`config.mk`:
```
export PLATFORM = sky130hd
export DESIGN_NAME = hlsm_sched_mac
export DESIGN_NICKNAME = d
export VERILOG_FILES = /design/src/rtl/hlsm_pkg.sv /design/src/rtl/hlsm_op_timer.sv /design/src/rtl/hlsm_sched_mac.sv
export SDC_FILE = /design/constraint.sdc
export NUM_CORES = 1
export LEC_CHECK = 0
export CAP_MARGIN = 20
export CORE_UTILIZATION = 65
export CTS_BUF_LIST = sky130_fd_sc_hd__clkbuf_2
export CTS_CLUSTER_DIAMETER = 100
export DETAILED_ROUTE_END_ITERATION = 10
export DONT_BUFFER_PORTS = 1
export PLACE_DENSITY = 0.86
export SYNTH_ARGS = -nofsm -noshare
export SYNTH_HDL_FRONTEND = slang
export SYNTH_HIERARCHICAL = 1
export SYNTH_SLANG_ARGS = --single-unit
```
`constraint.sdc`:
```
create_clock -name Clk -period 8.95 [get_ports Clk]
set_input_delay 1.79 -clock Clk [delete_from_list [all_inputs] [get_ports Clk]]
set_output_delay 1.79 -clock Clk [all_outputs]
set_load 0.02 [all_outputs]
```
`src/rtl/hlsm_pkg.sv`:
```
// Shared state encoding and sizing helper for the scheduled multiply-accumulate HLSM.
package hlsm_pkg;

  typedef enum logic [2:0] {
    sWait  = 3'd0,
    sMul1  = 3'd1,
    sAdd   = 3'd2,
    sMul2  = 3'd3,
    sFinal = 3'd4
  } state_t;

  // Counter must hold the largest operator latency.
  function automatic int cnt_width(input int mul_lat, input int add_lat);
    int m;
    m = (mul_lat > add_lat) ? mul_lat : add_lat;
    return (m + 1 > 2) ? $clog2(m + 1) : 1;
  endfunction

endpackage

```
`src/rtl/hlsm_op_timer.sv`:
```
// Loadable down-counter; expire_o marks the last cycle of an operator's latency window.
module hlsm_op_timer #(
  parameter int CNT_W = 2
) (
  input  logic             clk_i,
  input  logic             rst_ni,
  input  logic             load_i,
  input  logic [CNT_W-1:0] load_val_i,
  output logic             expire_o
);

  logic [CNT_W-1:0] cnt_q, cnt_d;

  always_comb begin
    cnt_d = cnt_q;
    if (load_i)
      cnt_d = load_val_i;
    else if (cnt_q != '0)
      cnt_d = cnt_q - 1'b1;
  end

  always_ff @(posedge clk_i or negedge rst_ni) begin
    if (!rst_ni)
      cnt_q <= '0;
    else
      cnt_q <= cnt_d;
  end

  assign expire_o = (cnt_q == CNT_W'(1));

endmodule

```
`src/rtl/hlsm_sched_mac.sv`:
```
// Latency-scheduled HLSM computing j = (a*b + c)*d and k = e*f under a Start/Done handshake.
module hlsm_sched_mac
  import hlsm_pkg::*;
#(
  parameter int DATA_W  = 16,
  parameter int MUL_LAT = 2,
  parameter int ADD_LAT = 1,
  parameter int SIGNED  = 1
) (
  input  logic              Clk,
  input  logic              Rst,
  input  logic              Start,
  input  logic [DATA_W-1:0] a,
  input  logic [DATA_W-1:0] b,
  input  logic [DATA_W-1:0] c,
  input  logic [DATA_W-1:0] d,
  input  logic [DATA_W-1:0] e,
  input  logic [DATA_W-1:0] f,
  output logic              Done,
  output logic              Busy,
  output logic [DATA_W-1:0] j,
  output logic [DATA_W-1:0] k
);

  localparam int CNT_W = cnt_width(MUL_LAT, ADD_LAT);

  state_t            state_q;
  logic              done_q, busy_q;
  logic [DATA_W-1:0] a_q, b_q, c_q, d_q, e_q, f_q;
  logic [DATA_W-1:0] h_q, i_q, kint_q, j_q, k_q;
  logic              accept, expire, tmr_load;
  logic [CNT_W-1:0]  tmr_val;

  // Full-width product, wrapped to the low DATA_W bits.
  function automatic logic [DATA_W-1:0] mul_trunc(input logic [DATA_W-1:0] x,
                                                   input logic [DATA_W-1:0] y);
    logic signed [2*DATA_W-1:0] ps;
    logic        [2*DATA_W-1:0] pu;
    ps = $signed(x) * $signed(y);
    pu = x * y;
    return (SIGNED != 0) ? DATA_W'(ps) : DATA_W'(pu);
  endfunction

  assign accept = (state_q == sWait) && Start;

  always_comb begin
    tmr_load = 1'b0;
    tmr_val  = CNT_W'(MUL_LAT);
    if (accept) begin
      tmr_load = 1'b1;
    end else if (state_q == sMul1 && expire) begin
      tmr_load = 1'b1;
      tmr_val  = CNT_W'(ADD_LAT);
    end else if (state_q == sAdd && expire) begin
      tmr_load = 1'b1;
    end
  end

  hlsm_op_timer #(.CNT_W(CNT_W)) u_timer (
    .clk_i      (Clk),
    .rst_ni     (Rst),
    .load_i     (tmr_load),
    .load_val_i (tmr_val),
    .expire_o   (expire)
  );

  always_ff @(posedge Clk) begin
    if (accept) begin
      a_q <= a;
      b_q <= b;
      c_q <= c;
      d_q <= d;
      e_q <= e;
      f_q <= f;
    end
  end

  // Each operator result is registered on the last cycle of its latency window.
  always_ff @(posedge Clk or negedge Rst) begin
    if (!Rst) begin
      state_q <= sWait;
      done_q  <= 1'b0;
      busy_q  <= 1'b0;
      h_q     <= '0;
      i_q     <= '0;
      kint_q  <= '0;
      j_q     <= '0;
      k_q     <= '0;
    end else begin
      done_q <= 1'b0;
      case (state_q)
        sWait: if (Start) begin
          state_q <= sMul1;
          busy_q  <= 1'b1;
        end
        sMul1: if (expire) begin
          h_q     <= mul_trunc(a_q, b_q);
          kint_q  <= mul_trunc(e_q, f_q);
          state_q <= sAdd;
        end
        sAdd: if (expire) begin
          i_q     <= h_q + c_q;
          state_q <= sMul2;
        end
        sMul2: if (expire) begin
          j_q     <= mul_trunc(i_q, d_q);
          k_q     <= kint_q;
          done_q  <= 1'b1;
          state_q <= sFinal;
        end
        sFinal: begin
          busy_q  <= 1'b0;
          state_q <= sWait;
        end
        default: begin
          busy_q  <= 1'b0;
          state_q <= sWait;
        end
      endcase
    end
  end

  assign Done = done_q;
  assign Busy = busy_q;
  assign j    = j_q;
  assign k    = k_q;

endmodule

```
==> flow_metrics.env, run 1 <==
export IMPL_timing_critical_path_mode_cell="fa_1"
export IMPL_worst_setup_path_start_kind="register"
export IMPL_post_cts_hold_buffer_count=0
export IMPL_post_place_ws_ns=3.33
export IMPL_finalSetupViolations=0
export IMPL_cts_setup_buffers=0
export IMPL_met2RoutedLength_um=20600
export IMPL_initialDrtViolationCount=769
export IMPL_synth_area_um2=19100
export IMPL_finish_instance_area_um2=19700
export IMPL_crit_chain="nand2_1 -> fa_1 -> fa_1 -> fa_1 -> fa_1 -> inv_1 -> fa_1 -> inv_1 -> fa_1 -> inv_1 -> ha_1 -> a21o_1 -> a221o_1 -> a21o_1 -> a21oi_2 -> xnor2_1 -> o21ai_1"
export IMPL_routabilityCongestion=0.916
export IMPL_critical_path_class="reg2reg"
export IMPL_dr_wl_met3_um=1840
export IMPL_route_antenna_remaining_nets=0
export IMPL_area_taken_by_multi_input_logic_gates_um2=12400
export IMPL_layout_drive_gt1_share_pct=2.15
export IMPL_floorplan_row_count=62
export IMPL_holdCritPathClass="reg2reg"
export IMPL_holdPathStages=2
export IMPL_placeableCoreArea_um2=28800
export IMPL_final_critical_path_setup_slack_ns=3.32
export IMPL_max_freq_mhz=178
export IMPL_endpoints_failing_hold=0
export IMPL_clock_path_buffers=2
export IMPL_setup_tns_ns=0
export IMPL_post_route_period_util_pct=62.9
export IMPL_largest_net_degree_at_the_start_of_global_routing=88
export IMPL_maxUsedRoutingLayer="met4"
export IMPL_yosys_area_top_type_share_pct=24.9
export IMPL_cap_violations=0
export IMPL_dpl_instance_area_um2=19400
export IMPL_cts_num_sinks=183
export IMPL_cts_tree="built"
export IMPL_timing_max_transition_violations_final=0
export IMPL_post_cts_resized=0
export IMPL_grt_first_pass_wirelength_um=65200
export IMPL_layout_cells_most_common="inv_1"
export IMPL_chipHeight_um=173
export IMPL_synth_warnings=6
export IMPL_number_of_buffers_added_by_the_clock_tree_synthesis_step=17
export IMPL_netlist_instances=1977
export IMPL_synthTopCellsByArea="fa_1 (25%), edfxtp_1 (15%), ha_1 (13%), dfrtp_1 (11%), inv_1 (7.5%)"
export IMPL_sequential_cell_area_in_the_final_layout_um2=5060
export IMPL_top_level_ports=133
export IMPL_min_to="k[14]$_DFFE_PN0P_"
export IMPL_holdWs_ns=0.510
export IMPL_layout_filler_cells=2200
export IMPL_synth_fp_nets=2514
export IMPL_timing_slew_headroom_pct=44.9
export IMPL_hp_start="kint_q[14]$_DFFE_PN0P_"
export IMPL_synth_edff_count=96
export IMPL_first_global_vias=13800
export IMPL_synth_ff_type="edfxtp_1"
export IMPL_die_width_um=173
export IMPL_postRouteWirelength_um=39300
export IMPL_drcViolationCount=0
export IMPL_crit_path_max_incr_delay_ns=0.69
export IMPL_synth_sequential_area_ratio_pct=26.5
export IMPL_timing_critical_path_to_type="register"
export IMPL_critical_path_slowest_cell="edfxtp_1"
export IMPL_finClkSkew_ns=0.0581
export IMPL_ys_types=44
export IMPL_nNetsFinal=2475
export IMPL_routed_wire_length_per_instance_um=16.8
export IMPL_antenna_found_initial=6
export IMPL_worst_path_required_time_ns=9.69
export IMPL_clock_tree_root_cell="clkbuf_2"
export IMPL_groute_usage_overall_pct=27.5
export IMPL_initial_utilization_pct=66.4
export IMPL_wirelength_met1_um=15600
export IMPL_most_used_cells_in_the_layout_excluding_fill_and_tap_cells="inv_1 (381), nand2_1 (359), fa_1 (238), ha_1 (200), and2_1 (195)"
export IMPL_reg2reg_slack_ns=3.32
export IMPL_unrepaired_setup_endpoints_after_global_routing="no"
export IMPL_area_growth_pct=2.94
export IMPL_rr_worst_depth=17
export IMPL_floorplan_die_area_um2=30100
export IMPL_dp_hpwl_um=31600
export IMPL_insertion_delay_ns=0.85
export IMPL_r2r_start="d_q[1]$_DFFE_PP_"
export IMPL_syn_mean_instance_area_um2=9.66
export IMPL_detailedRoute_firstPassIterationCount=5
export IMPL_crit_reg2reg_capture="j[15]$_DFFE_PN0P_"
export IMPL_route_detailed_vias_per_inst=5.48
export IMPL_dr_total_vias=12800
export IMPL_ys_seq_elements=183
export IMPL_max_slew_worst_pin_slew_ns=0.827
export IMPL_yosys_area_top_type="fa_1"
export IMPL_async_flop_share_pct=47.5
export IMPL_outcome="complete, no violations"
export IMPL_final_period_minus_worst_setup_slack_ns=5.63
export IMPL_cp_data_arrival_time_ns=6.37
export IMPL_overflow=0
export IMPL_number_of_buffers_inserted_by_port_buffering=0
export IMPL_clk_pin_slew_worst_paths_ns=0.30
export IMPL_worst_path_max_fanout=15
export IMPL_cts_htree_levels=4
-- cells in the mapped netlist, types with 11 or more instances --
cell and instances:
ha_1 200, a21oi_1 26, and2_1 195, dfrtp_1 87, edfxtp_1 96, a21o_1 18, fa_1 238, clkbuf_1 56
xor2_1 39, nand2b_1 11, o21ai_0 50, inv_1 381, o21ai_1 11, nand2_1 359, xnor2_1 91, nor2_1 28
-- per-stage QoR --
step                instances  utilization (%)
detailed placement       2303             67.3
global placement         2303             67.3
finish                   2342             68.3
CTS                      2335             68.3
floorplan                1977                -
global route             2339             68.3
-- state kept, by name, summed over array words and instances (netlist names) --
name	flops
u_timer/cnt_q	2
e_q	16
state_q	3
b_q	16
f_q	16
d_q	16
Busy	1
Done	1
i_q	16
kint_q	16
a_q	16
k	16
c_q	16
j	16
h_q	16
-- metal layers --
layer,global-route usage [%],up-vias
met4,10.2,0
met5,0,-
met1,32.3,6395
met3,4.08,84
met2,50.7,366
li1,-,5979
-- critical path, delay by kind of cell, from the launching register on --
| kind | cells | cell delay (ns) |
|---|---|---|
| AO/OA/AOI/OAI | 5 | 1.02 |
| buffers and inverters | 3 | 0.15 |
| adder cells (fa/ha/maj) | 7 | 3.42 |
| XOR/XNOR | 1 | 0.12 |
| AND/OR/NAND/NOR | 1 | 0.15 |
| flip-flops | 1 | 0.69 |
-- how the worst max path moves through the flow --
stage	startpoint	endpoint	slack [ns]
detailed placement	d_q[1]$_DFFE_PP_	j[15]$_DFFE_PN0P_	3.33
global placement	d_q[1]$_DFFE_PP_	j[15]$_DFFE_PN0P_	3.47
global route	f_q[1]$_DFFE_PP_	kint_q[15]$_DFFE_PN0P_	3.07
finish	d_q[1]$_DFFE_PP_	j[15]$_DFFE_PN0P_	3.32
floorplan	Start	u_timer/cnt_q[1]$_DFFE_PN0P_	2.67
CTS	d_q[1]$_DFFE_PP_	j[15]$_DFFE_PN0P_	3.32
-- layout make-up --
class,instances,area share [%]
repair buffers,4,0.153
diodes,7,0.0891
clock buffers,17,0.433
flip-flops and latches,183,25.7
clock inverters,15,0.904
inverters,381,7.27
multi-input cells,1351,63.0
well taps,384,2.44
-- cell families (layout without fill, tap and decap cells) --
kind of cell             after synthesis  count (layout)  share of synthesized area (%)
AO/OA/AOI/OAI                        152             152                           4.94
XOR/XNOR                             133             133                           6.32
adder cells (fa/ha/maj)              438             438                           38.0
buffers and inverters                443             417                           8.75
flip-flops                           183             183                           26.5
other                                  0               7                              0
AND/OR/NAND/NOR                      628             628                           15.5
Power of run 1 is left out: the tool's default activity adds up to more than one toggle a clock period on the data nets, which glitch-free logic cannot reach.
==> run 2: changes to the inputs <==
--- a/config.mk
+++ b/config.mk
@@ -6,12 +6,12 @@
 export NUM_CORES = 1
 export LEC_CHECK = 0
 export CAP_MARGIN = 20
-export CORE_UTILIZATION = 65
+export CORE_UTILIZATION = 61
 export CTS_BUF_LIST = sky130_fd_sc_hd__clkbuf_2
 export CTS_CLUSTER_DIAMETER = 100
 export DETAILED_ROUTE_END_ITERATION = 10
 export DONT_BUFFER_PORTS = 1
-export PLACE_DENSITY = 0.86
+export PLACE_DENSITY = 0.85
 export SYNTH_ARGS = -nofsm -noshare
 export SYNTH_HDL_FRONTEND = slang
 export SYNTH_HIERARCHICAL = 1
==> constraint.sdc (replaced) <==
create_clock -name Clk -period 4.6 [get_ports Clk]
set_input_delay 0.92 -clock Clk [delete_from_list [all_inputs] [get_ports Clk]]
set_output_delay 0.92 -clock Clk [all_outputs]
set_load 0.02 [all_outputs]
==> run 2 against run 1 <==
  * The run now ends with negative setup slack left
  * Count of clock-buffer cells in the layout rose by 1
  * Die area rose by 6.5%
  * Utilization rose by 5.6 points
  * Hold slack got worse by 0.41 ns
  * Register-to-register slack got worse by 4.0 ns
  * Sequential share of layout area fell by 3.4 points
  * Clock skew barely moved
  * Critical endpoint is now j[14]$_DFFE_PN0P_
  * Largest cell class unchanged
==> flow_metrics.env, run 2 (synthesis gave the netlist of run 1 again) <==
export IMPL_antenna_found_initial=2
export IMPL_timing_slew_headroom_pct=43.4
export IMPL_layout_filler_cells=1951
export IMPL_route_detailed_vias_per_inst=5.41
export IMPL_groute_usage_overall_pct=29.6
export IMPL_route_antenna_remaining_nets=0
export IMPL_holdCritPathClass="in2reg"
export IMPL_critPathTopFamily="adder cells"
export IMPL_layout_drive_gt1_share_pct=20.7
export IMPL_initialDrtViolationCount=699
export IMPL_final_cell_count_no_fill=2606
export IMPL_timing_critical_path_mode_cell="fa_1"
export IMPL_max_freq_mhz=188
export IMPL_clock_tree_root_cell="clkbuf_2"
export IMPL_final_critical_path_setup_slack_ns=-0.724
export IMPL_area_taken_by_multi_input_logic_gates_um2=13200
export IMPL_worst_path_required_time_ns=5.39
export IMPL_post_place_ws_ns=-0.738
export IMPL_max_slew_worst_pin_slew_ns=0.848
export IMPL_timing_max_transition_violations_final=0
export IMPL_sequential_cell_area_in_the_final_layout_um2=5060
export IMPL_grt_first_pass_wirelength_um=72900
export IMPL_crit_path_max_incr_delay_ns=0.55
export IMPL_drcViolationCount=0
export IMPL_chipHeight_um=179
export IMPL_detailedRoute_firstPassIterationCount=6
export IMPL_postRouteWirelength_um=46100
export IMPL_routed_wire_length_per_instance_um=17.7
export IMPL_critical_path_slowest_cell="fa_1"
export IMPL_nNetsFinal=2732
export IMPL_clk_pin_slew_worst_paths_ns=0.34
export IMPL_unrepaired_setup_endpoints_after_global_routing="yes"
export IMPL_timing_critical_path_to_type="register"
export IMPL_cts_tree="built"
export IMPL_worstPathBufferInverterCount=7
export IMPL_cp_data_arrival_time_ns=6.12
export IMPL_grt_util_met3_pct=4.83
export IMPL_cts_num_sinks=183
export IMPL_critical_path_class="reg2reg"
export IMPL_place_inst=2505
export IMPL_crit_chain="buf_6 -> and2_4 -> fa_1 -> inv_2 -> fa_1 -> fa_1 -> fa_1 -> inv_1 -> fa_1 -> inv_2 -> fa_1 -> inv_2 -> ha_4 -> buf_4 -> buf_6 -> o21a_1 -> o21ai_2 -> a21oi_2 -> o41ai_4 -> xor2_1 -> o21ai_1"
export IMPL_holdWs_ns=0.100
export IMPL_finClkSkew_ns=0.0582
export IMPL_routabilityCongestion=0.908
export IMPL_final_period_minus_worst_setup_slack_ns=5.32
export IMPL_number_of_buffers_added_by_the_clock_tree_synthesis_step=17
export IMPL_most_used_cells_in_the_layout_excluding_fill_and_tap_cells="inv_1 (355), nand2_1 (352), fa_1 (225), buf_4 (204), ha_1 (175)"
export IMPL_finish_instance_area_um2=22700
export IMPL_dp_hpwl_um=34500
export IMPL_gr_usage_met2_pct=54.9
export IMPL_finalSetupViolations=21
export IMPL_cts_htree_levels=4
export IMPL_initial_utilization_pct=62.3
export IMPL_failed_checks="negative setup slack"
export IMPL_overflow=0
export IMPL_outcome="finished, violations left"
export IMPL_worst_setup_path_start_kind="register"
export IMPL_busiest_layer="met2"
export IMPL_insertion_delay_ns=0.88
export IMPL_clock_path_buffers=2
export IMPL_top_level_ports=133
export IMPL_placeableCoreArea_um2=30700
export IMPL_post_route_period_util_pct=116
export IMPL_dpl_instance_area_um2=21000
export IMPL_dr_total_vias=14100
export IMPL_floorplan_row_count=64
export IMPL_die_width_um=179
export IMPL_floorplan_die_area_um2=32000
export IMPL_worst_path_max_fanout=4
export IMPL_cap_violations=0
export IMPL_number_of_buffers_inserted_by_port_buffering=0
export IMPL_globalRouteMet1Util_pct=33.3
export IMPL_endpoints_failing_hold=0
export IMPL_largest_net_degree_at_the_start_of_global_routing=88
export IMPL_area_growth_pct=18.7
export IMPL_first_global_vias=15200
export IMPL_layout_cells_most_common="inv_1"
run 2: cell count changes in the layout (fill, tap and decap cells not counted), sizes merged:
cell and change:
clkinvlp -1, dlygate4sd3 +1, buf +256, clkinv +1, diode -5, inv -1
clkbuf +1
run 2: what timing repair did:
action,CTS,global route
endpoints found under the hold margin,87,0
hold buffers,2,0
pin swaps,52,58
setup buffers,53,20
endpoints found under the setup margin,23,25
gates cloned,1,0
gates resized for setup,120,93
run 2: layout make-up:
type | instances | share of cell area (%)
antenna | 2 | 0.0221
timing repair buffer | 261 | 9.89
inverter | 381 | 6.31
multi-input combinational | 1351 | 58.1
sequential | 183 | 22.3
tap | 396 | 2.19
clock inverter | 14 | 0.789
clock buffer | 18 | 0.397
run 2: per-stage QoR:
step / TNS [ns] / utilization (%)
5_1_grt: -12.15 / 73.9
3_5_place_dp: -9.59 / 68.5
2_1_floorplan: -2.08 / -
6_report: -9.28 / 73.9
3_3_place_gp: -6.73 / 68.5
4_1_cts: -7.64 / 72.5
run 2: worst paths after layout:
| path | start | end | slack, ns | cells after the start |
|---|---|---|---|---|
| setup / recovery | d_q[4]$_DFFE_PP_ | j[14]$_DFFE_PN0P_ | -0.72 | 21 |
| hold / removal | c[0] | c_q[0]$_DFFE_PP_ | 0.10 | 0 |
| setup reg to reg | d_q[4]$_DFFE_PP_ | j[14]$_DFFE_PN0P_ | -0.72 | 21 |
| hold reg to reg | kint_q[1]$_DFFE_PN0P_ | k[1]$_DFFE_PN0P_ | 0.51 | 2 |
| max in group asynchronous | Rst | i_q[12]$_DFFE_PN0P_ | 3.61 | 2 |
| min in group asynchronous | Rst | j[15]$_DFFE_PN0P_ | 0.53 | 2 |
run 2: routing by layer:
metal | vias up | share of wire, %
li1 | 6496 | -
met1 | 6998 | 37
met2 | 428 | 53
met3 | 168 | 4.4
met4 | 2 | 4.7
met5 | - | 0.028
Power of run 2 is left out for the same reason.
